`config.mk`:
```
export PLATFORM = sky130hd
export DESIGN_NAME = sop_truth_sweeper
export DESIGN_NICKNAME = d
export VERILOG_FILES = /design/src/rtl/sop_truth_sweeper.sv
export SDC_FILE = /design/constraint.sdc
export NUM_CORES = 1
export LEC_CHECK = 0
export BUFFER_PORTS_ARGS = -buffer_cell sky130_fd_sc_hd__clkbuf_2
export CORE_MARGIN = 2
export CORE_UTILIZATION = 45
export CTS_BUF_LIST = sky130_fd_sc_hd__clkbuf_8
export DETAILED_ROUTE_END_ITERATION = 7
export PLACE_DENSITY_LB_ADDON = 0.08
export SLEW_MARGIN = 20
export SYNTH_ARGS = -nofsm -noshare
export SYNTH_HDL_FRONTEND = slang
export SYNTH_SLANG_ARGS = --single-unit
```
`constraint.sdc`:
```
create_clock -name clk -period 6 [get_ports clk]
set_input_delay 0.3 -clock clk [delete_from_list [all_inputs] [get_ports clk]]
set_output_delay 0.3 -clock clk [all_outputs]
set_load 0.1 [all_outputs]
```
`src/rtl/sop_truth_sweeper.sv`:
```
// sop_truth_sweeper
//   N-input sum-of-products evaluator driven by a programmable minterm mask
//   (bit i = 1 -> f(i) = 1), with a direct registered lookup path and an
//   exhaustive sweep engine that streams every input combination over a
//   valid/ready handshake while counting the ones.
//   Optional feature macro: SOP_DONT_CARE_EN adds a don't-care mask
//   (cfg_dc_mask) and the per-index don't-care flag m_dc; don't-care
//   indices present m_o=0 and are not counted.
module sop_truth_sweeper #(
    parameter int N_IN  = 4,
    parameter int CNT_W = 5
) (
    input  logic                   clk,
    input  logic                   rst,
    input  logic                   cfg_we,
    input  logic [(1<<N_IN)-1:0]   cfg_mask,
`ifdef SOP_DONT_CARE_EN
    input  logic [(1<<N_IN)-1:0]   cfg_dc_mask,
    output logic                   m_dc,
`endif
    input  logic [N_IN-1:0]        in_vec,
    output logic                   o,
    input  logic                   start,
    output logic                   busy,
    output logic                   m_valid,
    input  logic                   m_ready,
    output logic [N_IN-1:0]        m_idx,
    output logic                   m_o,
    output logic                   done,
    output logic [CNT_W-1:0]       ones_cnt
);

    localparam int M = 1 << N_IN;
    localparam logic [N_IN-1:0] LAST_IDX = {N_IN{1'b1}};

    typedef enum logic [1:0] {S_IDLE, S_SWEEP, S_DONE} state_t;

    state_t            state_q;
    logic [M-1:0]      mask_q;
    logic              o_q;
    logic              busy_q;
    logic              m_valid_q;
    logic [N_IN-1:0]   m_idx_q;
    logic              m_o_q;
    logic              done_q;
    logic [CNT_W-1:0]  ones_cnt_q;

    logic              mask_we;
    logic [N_IN-1:0]   idx_d;
    logic [M-1:0]      out_mask;    // mask as seen by the stream (don't-cares forced to 0)
    logic [M-1:0]      start_mask;  // stream mask for the first index, honouring a same-cycle write

    // The mask is frozen for the whole sweep so the stream is self-consistent.
    assign mask_we = cfg_we && (state_q != S_SWEEP);
    assign idx_d   = m_idx_q + N_IN'(1);

`ifdef SOP_DONT_CARE_EN
    logic [M-1:0] dc_q;
    logic         m_dc_q;
    logic [M-1:0] start_dc;

    assign out_mask   = mask_q & ~dc_q;
    assign start_mask = mask_we ? (cfg_mask & ~cfg_dc_mask) : out_mask;
    assign start_dc   = mask_we ? cfg_dc_mask : dc_q;
    assign m_dc       = m_dc_q;

    // Don't-care mask register, loaded alongside the minterm mask.
    always_ff @(posedge clk) begin
        if (rst) begin
            dc_q <= '0;
        end else if (mask_we) begin
            dc_q <= cfg_dc_mask;
        end
    end

    // Don't-care flag tracks the presented index.
    always_ff @(posedge clk) begin
        if (rst) begin
            m_dc_q <= 1'b0;
        end else begin
            case (state_q)
                S_IDLE:  m_dc_q <= start ? start_dc[0] : 1'b0;
                S_SWEEP: if (m_ready) m_dc_q <= (m_idx_q == LAST_IDX) ? 1'b0 : dc_q[idx_d];
                default: m_dc_q <= 1'b0;
            endcase
        end
    end
`else
    assign out_mask   = mask_q;
    assign start_mask = mask_we ? cfg_mask : mask_q;
`endif

    // Minterm mask register; writes are dropped while a sweep is running.
    always_ff @(posedge clk) begin
        if (rst) begin
            mask_q <= '0;
        end else if (mask_we) begin
            mask_q <= cfg_mask;
        end
    end

    // Direct lookup uses the mask as it stood before this edge's write.
    always_ff @(posedge clk) begin
        if (rst) begin
            o_q <= 1'b0;
        end else begin
            o_q <= mask_q[in_vec];
        end
    end

    // Sweep FSM with registered stream outputs and ones counter.
    always_ff @(posedge clk) begin
        if (rst) begin
            state_q    <= S_IDLE;
            busy_q     <= 1'b0;
            m_valid_q  <= 1'b0;
            m_idx_q    <= '0;
            m_o_q      <= 1'b0;
            done_q     <= 1'b0;
            ones_cnt_q <= '0;
        end else begin
            case (state_q)
                S_IDLE: begin
                    done_q <= 1'b0;
                    if (start) begin
                        state_q    <= S_SWEEP;
                        busy_q     <= 1'b1;
                        m_valid_q  <= 1'b1;
                        m_idx_q    <= '0;
                        m_o_q      <= start_mask[0];
                        ones_cnt_q <= '0;
                    end
                end
                S_SWEEP: begin
                    if (m_ready) begin
                        if (m_o_q) begin
                            ones_cnt_q <= ones_cnt_q + CNT_W'(1);
                        end
                        if (m_idx_q == LAST_IDX) begin
                            state_q   <= S_DONE;
                            busy_q    <= 1'b0;
                            m_valid_q <= 1'b0;
                            m_idx_q   <= '0;
                            m_o_q     <= 1'b0;
                            done_q    <= 1'b1;
                        end else begin
                            m_idx_q <= idx_d;
                            m_o_q   <= out_mask[idx_d];
                        end
                    end
                end
                S_DONE: begin
                    done_q  <= 1'b0;
                    state_q <= S_IDLE;
                end
                default: begin
                    state_q   <= S_IDLE;
                    busy_q    <= 1'b0;
                    m_valid_q <= 1'b0;
                    done_q    <= 1'b0;
                end
            endcase
        end
    end

    assign o        = o_q;
    assign busy     = busy_q;
    assign m_valid  = m_valid_q;
    assign m_idx    = m_idx_q;
    assign m_o      = m_o_q;
    assign done     = done_q;
    assign ones_cnt = ones_cnt_q;

endmodule

```
==> flow_summary.ini, run 1 <==
[cts]
cts.clk_slew.worst_paths_ps = 60
post_cts_resized = 0
cts_tree = yes
cts.sinks = 31
cts_buffers = 5
ctsHoldBuffers = 0
worst_skew_pair.late_latency_ps = 290
clk_path_buf_depth = 2
htreeDepth = 2
cts_setup_buffers = 0
cts-root-buf = clkbuf_8

[worst_setup_path]
arrival_ps = 2330
slowest_delay_ps = 590
cp-end-kind = flip-flop
path_cells = ha_1, mux4_1, mux4_2, o2bb2ai_1
regToRegStartpoint = m_idx[0]
crit_required_ps = 6160
start_kind = flip-flop
crit_path_top_delay_cell = mux4_1
cp_max_fo = 9
rr_worst_depth = 4
critical_path_class = flip-flop to flip-flop
reg2reg_to = m_o
regToRegSetupSlack_ps = 3830

[floorplanning]
start_util = 0.467
rows = 21
die_area_sq_um = 3950
num_io_pins = 39
dieWidth_um = 62.9
die-height_um = 62.9
placeableCoreArea_sq_um = 3340

[routing]
detail_route.wl_per_cell_um = 13.7
drc = 0
drtPass1Iterations = 4
ant_nets = 0
wirelength_mm = 3.37
vias = 1329
drtIter0Drc = 91
post_drt_via_cell_ratio = 5.38

[pwr]
power.net_switching_mw = 0.129
power_density_nw_per_um2 = 247
pwr-share-comb = 0.160
power.internal_mw = 0.318
peakVddDrop_uv = 135
p_sw_frac = 0.289
seqPwrFrac = 0.499
p_leak_nw = 0.762
clkPwrFrac = 0.341
total_power_mw = 0.447

[layout]
diodes = 0
instances_no_fill = 247
nets = 227
drive_gt1_frac = 0.279
fin_area_sq_um = 1810
syn_to_final_growth_pct = 15.9

[place]
gp_congestion = 0.799
placed_cells = 239
portBuffers = 38
hpwl_mm = 2.51
place_area_sq_um = 1730

[synthesis]
yosysTopAreaCellShare = 0.398
syn_area_sq_um = 1560
synth_nets = 194
synth-seq-area-share = 0.398
syn_inst = 167
avgSynthCellArea_sq_um = 9.34
synth.area.top_cells = dfxtp_1 (40%), mux4_2 (10%), nand2_1 (8.2%), a21oi_1 (7.7%), mux4_1 (5.1%)
yosys_warnings = 0
synth_seq_cells = 31
synthDistinctLibCells = 39
yosysTopAreaCell = dfxtp_1

[min_path]
hold_end = mask_q[12]
min_path_type = input pin to flip-flop
min_from = cfg_mask[12]
holdPathStages = 3

[sta]
fmaxAchievable_mhz = 460
min_period_ps = 2170
setup_viol = 0
relSlewSlack = 0.580
slew_viol_final = 0
period_share = 0.362
fin_tns_setup_ps = 0
tightestPinTransition_ps = 630
fin_worst_skew_ps = 5.05
hold_ws_ps = 231
grt_setup_unrepaired = no
finalHoldViolations = 0

[global_route]
grt_max_degree = 31
grt_pass1_wl_mm = 5.61
grt_pass1_vias = 1278
grt_usage = 0.183
antenna_found_initial = 0
grt-ovfl-total = 0

[run_status]
status = finished, final reports clean

[run]
cap_violations = 0
[worst max-delay path: cells and delay by family, from the launching register on]
kind | cells | cell delay, ps
adders and majority gates | 1 | 470
DFF | 1 | 410
AOI/OAI and AO/OA | 1 | 130
muxes | 2 | 1050
[cell type report]
class / instances / area [sq um]
multi-input combinational: 122 / 850
inverter: 2 / 7.51
clock inverter: 3 / 12.5
clock buffer: 5 / 68.8
sequential: 31 / 621
timing repair buffer: 38 / 190
tap: 46 / 57.6
fill: 341 / 1530
[kinds of logic after synthesis]
logic type                 count (synthesis)  synth area share
muxes                                     13             0.171
buffers and inverters                     14            0.0570
xor gates and xnor gates                   3            0.0169
adders and majority gates                  2            0.0160
and+or+nand+nor                           69             0.216
DFF                                       31             0.398
AOI/OAI and AO/OA                         35             0.125
[Yosys cell counts]
| master | instances |
|---|---|
| xnor2_1 | 1 |
| nor4b_1 | 1 |
| a2111oi_0 | 1 |
| o21ai_0 | 4 |
| inv_1 | 2 |
| and3_2 | 1 |
| mux4_1 | 3 |
| mux4_2 | 7 |
| nor2b_1 | 3 |
| ha_1 | 2 |
| o21a_1 | 1 |
| mux2i_1 | 3 |
| a21oi_1 | 24 |
| or2_2 | 2 |
| a31o_2 | 1 |
| buf_6 | 2 |
| clkbuf_8 | 1 |
| o2bb2ai_1 | 1 |
| and4_1 | 1 |
| a31oi_1 | 1 |
| buf_4 | 2 |
| xor2_1 | 2 |
| nand4_1 | 1 |
| a21o_1 | 1 |
| buf_2 | 3 |
| a211oi_1 | 1 |
| and2_1 | 1 |
| nor2_1 | 10 |
| nor3_1 | 4 |
| clkbuf_1 | 4 |
| and3_1 | 2 |
| dfxtp_1 | 31 |
| nor3b_1 | 2 |
| nand2_1 | 34 |
| nor4b_2 | 1 |
| nand3_1 | 2 |
| nand2b_1 | 1 |
| nand4b_1 | 2 |
| nor4_1 | 1 |
[layout by cell type (no fill, tap or decap)]
| cell type | count |
|---|---|
| dfxtp_1 | 31 |
| nand3_1 | 2 |
| clkbuf_8 | 5 |
| mux2i_1 | 3 |
| mux4_2 | 7 |
| nor4_1 | 1 |
| a211oi_1 | 1 |
| nor4b_2 | 1 |
| ha_1 | 2 |
| nand4_1 | 1 |
| nor2b_1 | 3 |
| and4_1 | 1 |
| and2_1 | 1 |
| a2111oi_0 | 1 |
| nand4b_1 | 2 |
| o21a_1 | 1 |
| nor4b_1 | 1 |
| clkinv_2 | 1 |
| nor3b_1 | 2 |
| and3_2 | 1 |
| nor3_1 | 4 |
| a31o_2 | 1 |
| xor2_1 | 2 |
| nand2_1 | 34 |
| a21oi_1 | 24 |
| xnor2_1 | 1 |
| nor2_1 | 10 |
| a31oi_1 | 1 |
| nand2b_1 | 1 |
| or2_2 | 2 |
| inv_1 | 4 |
| clkbuf_2 | 38 |
| mux4_1 | 3 |
| a21o_1 | 1 |
| o2bb2ai_1 | 1 |
| and3_1 | 2 |
| o21ai_0 | 4 |
[power groups by stage]
stage	Combinational (mW)	Clock, mW	Sequential (mW)
2_1_floorplan	0.0434	0	0.239
3_3_place_gp	0.0707	0	0.228
3_5_place_dp	0.0718	0	0.228
4_1_cts	0.0721	0.158	0.223
5_1_grt	0.0777	0.169	0.224
6_report	0.0715	0.152	0.223
[registers in the layout (all words and copies together) (netlist names)]
name	count
mask_q	16
ones_cnt	5
m_idx	4
state_q	2
done	1
m_o	1
m_valid	1
o	1
[worst max path at each step]
stage,from,to,cells past startpoint
after CTS,m_idx[0],m_o,4
after detailed placement,m_idx[0],m_o,4
after global routing,m_idx[0],m_o,4
final,m_idx[0],m_o,4
after global placement,m_idx[0],m_o,4
after floorplan,m_idx[1],m_o,5
[layer usage]
layer  routed length (um)  part of all wire  track usage
met5                    0                 0            0
met4                   64             0.019       0.0972
met3                  171             0.051       0.0595
met2                 1720              0.51        0.318
met1                 1420              0.42        0.197
[metrics by stage]
step	setup slack, ps	util
floorplan	3410	-
global placement	3910	0.517
detailed placement	3830	0.517
CTS	3820	0.541
global route	3750	0.541
finish	3830	0.541
Power figures use the tool's default switching activity.
==> run 2: changes to the inputs <==
- ABC_AREA: not set -> 1
- clock period: 6 -> 1.9 ns (I/O delays scaled with it)
==> flow_summary.ini, run 2 <==
[run_status]
status = finished, final reports clean

[synthesis]
synthDistinctLibCells = 27
synth_seq_cells = 31
syn_area_sq_um = 1620
syn_inst = 231
synth_edf_count = 0
synth_nets = 258
synth-main-ff-cell = dfxtp_1
synth.area.top_cells = dfxtp_1 (38%), a21oi_1 (8.3%), nand3_1 (8.0%), nand2_1 (7.9%), inv_1 (7.4%)
synth.mux.area_fraction = 0
avgSynthCellArea_sq_um = 7.01
synth_top_family_by_area = simple AND/OR/NAND/NOR gates
yosysMostFrequentCell = nand2_1
yosysTopAreaCell = dfxtp_1
yosysTopAreaCellShare = 0.383
synth_compound_area_frac = 0.205
synthArstFlopShare = 0
synth_common_cells = nand2_1 (34), inv_1 (32), dfxtp_1 (31)
synth-adder-area-share = 0.0154
synth-seq-area-share = 0.383
yosys_warnings = 0
yosys.area_share.simple = 0.247
synth-xor-area-share = 0.0270

[place]
portBuffers = 38
hpwl_mm = 2.67
gp_congestion = 0.924
placed_cells = 305

[global_route]
grt_max_degree = 31
grt_pass1_wl_mm = 6.16
antenna_found_initial = 0
grt-ovfl-total = 0
grt_usage = 0.194
grt_pass1_vias = 1375

[routing]
ant_nets = 0
drc = 0
vias = 1518
post_drt_via_cell_ratio = 4.85
wirelength_mm = 3.60
drtIter0Drc = 109
detail_route.wl_per_cell_um = 11.5
drtPass1Iterations = 4

[cts]
htreeDepth = 2
cts_tree = yes
clk_path_buf_depth = 2
ctsHoldBuffers = 0
cts_setup_buffers = 0
post_cts_resized = 0
worst_skew_pair.late_latency_ps = 290
cts_buffers = 5
cts.clk_slew.worst_paths_ps = 70
cts-root-buf = clkbuf_8
cts.sinks = 31

[pwr]
peakVddDrop_uv = 547
p_leak_nw = 0.917
power_density_nw_per_um2 = 1010

[sta]
min_period_ps = 1480
period_share = 0.776
fin_worst_skew_ps = 4.42
setup_viol = 0
grt_setup_unrepaired = no
tightestPinTransition_ps = 630
fin_tns_setup_ps = 0
fmaxAchievable_mhz = 678
slew_viol_final = 0
finalHoldViolations = 0
relSlewSlack = 0.580

[run]
cap_violations = 0

[worst_setup_path]
slowest_delay_ps = 450
arrival_ps = 1660
crit_path_top_delay_cell = dfxtp_2
start_kind = flip-flop
cp_max_fo = 14
cp-end-kind = flip-flop
crit_required_ps = 2090
critical_path_class = flip-flop to flip-flop
path_cells = ha_1, xor2_1, nand3_1, nand3_1, nand2_1, nand2_1, a21oi_2

[floorplanning]
die-height_um = 64.0
dieWidth_um = 64.0
placeableCoreArea_sq_um = 3390
start_util = 0.478
die_area_sq_um = 4100
num_io_pins = 39
rows = 21

[min_path]
min_path_type = input pin to flip-flop

[layout]
nets = 293
largest_reg_flops = 16
final_cell_mix = clkbuf_2 (38), nand2_1 (34), inv_1 (32)
fillers = 356
instances_no_fill = 313
drive_gt1_frac = 0.247
layout.cells.most_common = clkbuf_2
top_register = mask_q
syn_to_final_growth_pct = 19.8
diodes = 0
run 2: path summary, 6_finish.rpt:
kind	start	endpoint	slack, ps	cells past startpoint
setup / recovery	m_idx[0]	m_o	420	7
hold / removal	cfg_mask[5]	mask_q[5]	70	3
setup reg to reg	m_idx[0]	m_o	420	7
hold reg to reg	mask_q[6]	mask_q[6]	470	2
run 2: kinds of logic (layout without fill, tap and decap cells):
| group | after synthesis | in the layout |
|---|---|---|
| AO/OA/AOI/OAI | 63 | 63 |
| buffers and inverters | 48 | 84 |
| XOR/XNOR | 5 | 5 |
| AND/OR/NAND/NOR | 82 | 82 |
| flip-flops | 31 | 31 |
| adder cells (fa/ha/maj) | 2 | 2 |
run 2: routing by layer:
metal  track usage  part of all wire  vias to the layer above
met3        0.0687             0.055                        4
met4        0.0652             0.012                        0
met2         0.305              0.46                       30
met5             0                 0                        -
met1         0.246              0.47                      660
li1              -                 -                      824
run 2: layout make-up:
class	count	area, sq um	share of cell area
well taps	46	57.6	0.0296
clock inverters	2	35.0	0.0180
repair buffers	39	198	0.102
flip-flops and latches	31	626	0.322
clock buffers	6	82.6	0.0425
multi-input cells	152	802	0.413
inverters	37	141	0.0728
run 2: critical path: cells and delay by family, from the launching register on:
kind                       cells  cell delay (ps)
and+or+nand+nor                4              320
adders and majority gates      1              270
DFF                            1              450
xor gates and xnor gates       1              270
AOI/OAI and AO/OA              1               50
run 2: report_power, final:
| group | total, mW | internal [mW] | switching [mW] |
|---|---|---|---|
| registers | 0.747 | 0.708 | 0.0394 |
| clock network | 0.688 | 0.424 | 0.264 |
| logic | 0.519 | 0.142 | 0.377 |
run 2: stage by stage:
step | total power [mW] | hold slack [ps] | worst slack, ps | util | area, sq um
floorplan | 1.19 | 260 | 31.9 | - | 1630
global placement | 1.28 | 359 | 471 | 0.538 | 1820
detailed placement | 1.28 | 372 | 454 | 0.538 | 1820
CTS | 1.97 | 66.3 | 432 | 0.573 | 1940
global route | 2.06 | 70.5 | 303 | 0.573 | 1940
finish | 1.95 | 68.6 | 425 | 0.573 | 1940
==> run 3: changes to the inputs <==
- clock period: 1.9 -> 1.23 ns (I/O delays scaled with it)
==> flow_summary.ini, run 3 (synthesis gave the netlist of run 2 again) <==
[place]
place_area_sq_um = 2010
portBuffers = 38
gp_congestion = 0.799
hpwl_mm = 2.80

[run]
cap_violations = 0

[layout]
layout.cells.most_common = inv_1
fin_area_sq_um = 2230
largest_reg_flops = 16
top_register = mask_q
drive_gt1_frac = 0.371
final_cell_mix = inv_1 (31), nand2_1 (30), a21oi_1 (27)
fillers = 327
syn_to_final_growth_pct = 37.7
nets = 306
final_core_util = 0.658
diodes = 0

[run_status]
status = complete, but fails checks
violations = negative setup slack

[worst_setup_path]
reg2reg_to = ones_cnt[3]
crit_path_top_delay_cell = dfxtp_2
slowest_delay_ps = 340
crit_top_cell = nand2_4
cp_max_fo = 7
crit_required_ps = 1410
arrival_ps = 1430
regToRegStartpoint = state_q[0]
regToRegSetupSlack_ps = -20
rr_worst_depth = 10
critical_path_class = flip-flop to flip-flop
start_kind = flip-flop
cp-end-kind = flip-flop
path_cells = inv_2, nor2_4, nand2_2, nand2_4, inv_4, nand2_8, nor2_8, nand2_4, o21ai_2, nor2_1

[cts]
cts_buffers = 5
cts.clk_slew.worst_paths_ps = 70
clk_path_buf_depth = 2
ctsHoldBuffers = 0
worst_skew_pair.late_latency_ps = 280
cts_tree = yes
cts-root-buf = clkbuf_8
cts.sinks = 31
htreeDepth = 2

[routing]
post_drt_via_cell_ratio = 4.87
drc = 0
detail_route.wl_per_cell_um = 11.9
ant_nets = 0
drtIter0Drc = 66
vias = 1586
wirelength_mm = 3.87
drtPass1Iterations = 4

[floorplanning]
dieWidth_um = 64.0
die_area_sq_um = 4100
rows = 21
num_io_pins = 39
start_util = 0.478
placeableCoreArea_sq_um = 3390
die-height_um = 64.0

[min_path]
holdPathStages = 3
min_path_type = input pin to flip-flop
hold_end = mask_q[0]
min_from = cfg_mask[0]

[sta]
relSlewSlack = 0.644
slew_viol_final = 0
finalHoldViolations = 0
grt_setup_unrepaired = yes
tightestPinTransition_ps = 536
fin_worst_skew_ps = 7.37
fmaxAchievable_mhz = 800
setup_viol = 1
period_share = 1.02
setup_slack_ps = -19.5
min_period_ps = 1250

[global_route]
grt_pass1_vias = 1433
grt_usage = 0.198
grt_max_degree = 31
grt_pass1_wl_mm = 6.31
grt-ovfl-total = 0
antenna_found_initial = 0

[pwr]
p_leak_nw = 1.03
peakVddDrop_uv = 1010
power_density_nw_per_um2 = 1420
## run 3: cell count changes in the layout (fill, tap and decap cells not counted), moves of 3 or more
cell,delta
buf_4,+23
clkbuf_2,-13
dfxtp_1,-10
dfxtp_4,+6
dfxtp_2,+4
nand2_1,-4
nand2_4,+3
o21ai_0,-3
## run 3: worst max-delay path: cells and delay by family, from the launching register on
kind	cells	cell delay [ps]
AOI/OAI and AO/OA	1	130
buffers and inverters	2	150
DFF	1	340
and+or+nand+nor	7	520
## run 3: how the worst max path moves through the flow
stage / startpoint / to / slack, ps / cells after the start
6_report: state_q[0] / ones_cnt[3] / -20 / 10
5_1_grt: state_q[0] / ones_cnt[3] / -110 / 10
3_3_place_gp: state_q[0] / m_idx[3] / -50 / 7
3_5_place_dp: state_q[0] / m_idx[3] / -40 / 7
2_1_floorplan: m_idx[1] / m_o / -160 / 8
4_1_cts: state_q[0] / ones_cnt[2] / 9 / 10
## run 3: timing repair
| action | CTS | global route |
|---|---|---|
| gates resized for setup | 6 | 12 |
| endpoints found under the hold margin | 0 | 0 |
| setup endpoints to repair | 4 | 18 |
| cloned | 0 | 1 |
| setup buffers | 0 | 3 |
| pin swaps | 0 | 3 |
## run 3: final cells by class
type / count / area, sq um / share of cell area
timing repair buffer: 52 / 370 / 0.166
sequential: 31 / 653 / 0.293
inverter: 37 / 144 / 0.0645
multi-input combinational: 152 / 888 / 0.398
clock buffer: 6 / 82.6 / 0.0370
clock inverter: 2 / 35.0 / 0.0157
tap: 46 / 57.6 / 0.0258
## run 3: layer usage
metal | global-route usage | up-vias | wire length [um]
met5 | 0 | - | 0
met4 | 0.0571 | 0 | 47
met3 | 0.0687 | 5 | 186
met2 | 0.329 | 34 | 1870
met1 | 0.241 | 696 | 1770
li1 | - | 851 | -
## run 3: power breakdown
group / internal [mW] / switching [mW]
registers: 1.09 / 0.0631
logic: 0.343 / 0.633
clock network: 0.655 / 0.384
## run 3: through the flow
stage / power (mW) / cells / worst slack, ps / hold slack, ps / TNS, ps
2_1_floorplan: 1.84 / 231 / -161 / 224 / -846
3_3_place_gp: 2.07 / 314 / -46.0 / 327 / -46.0
3_5_place_dp: 2.08 / 314 / -38.6 / 337 / -59.5
4_1_cts: 3.14 / 322 / 9.06 / 35.0 / 0
5_1_grt: 3.36 / 326 / -110 / 41.6 / -557
6_report: 3.17 / 326 / -19.5 / 37.3 / -19.5
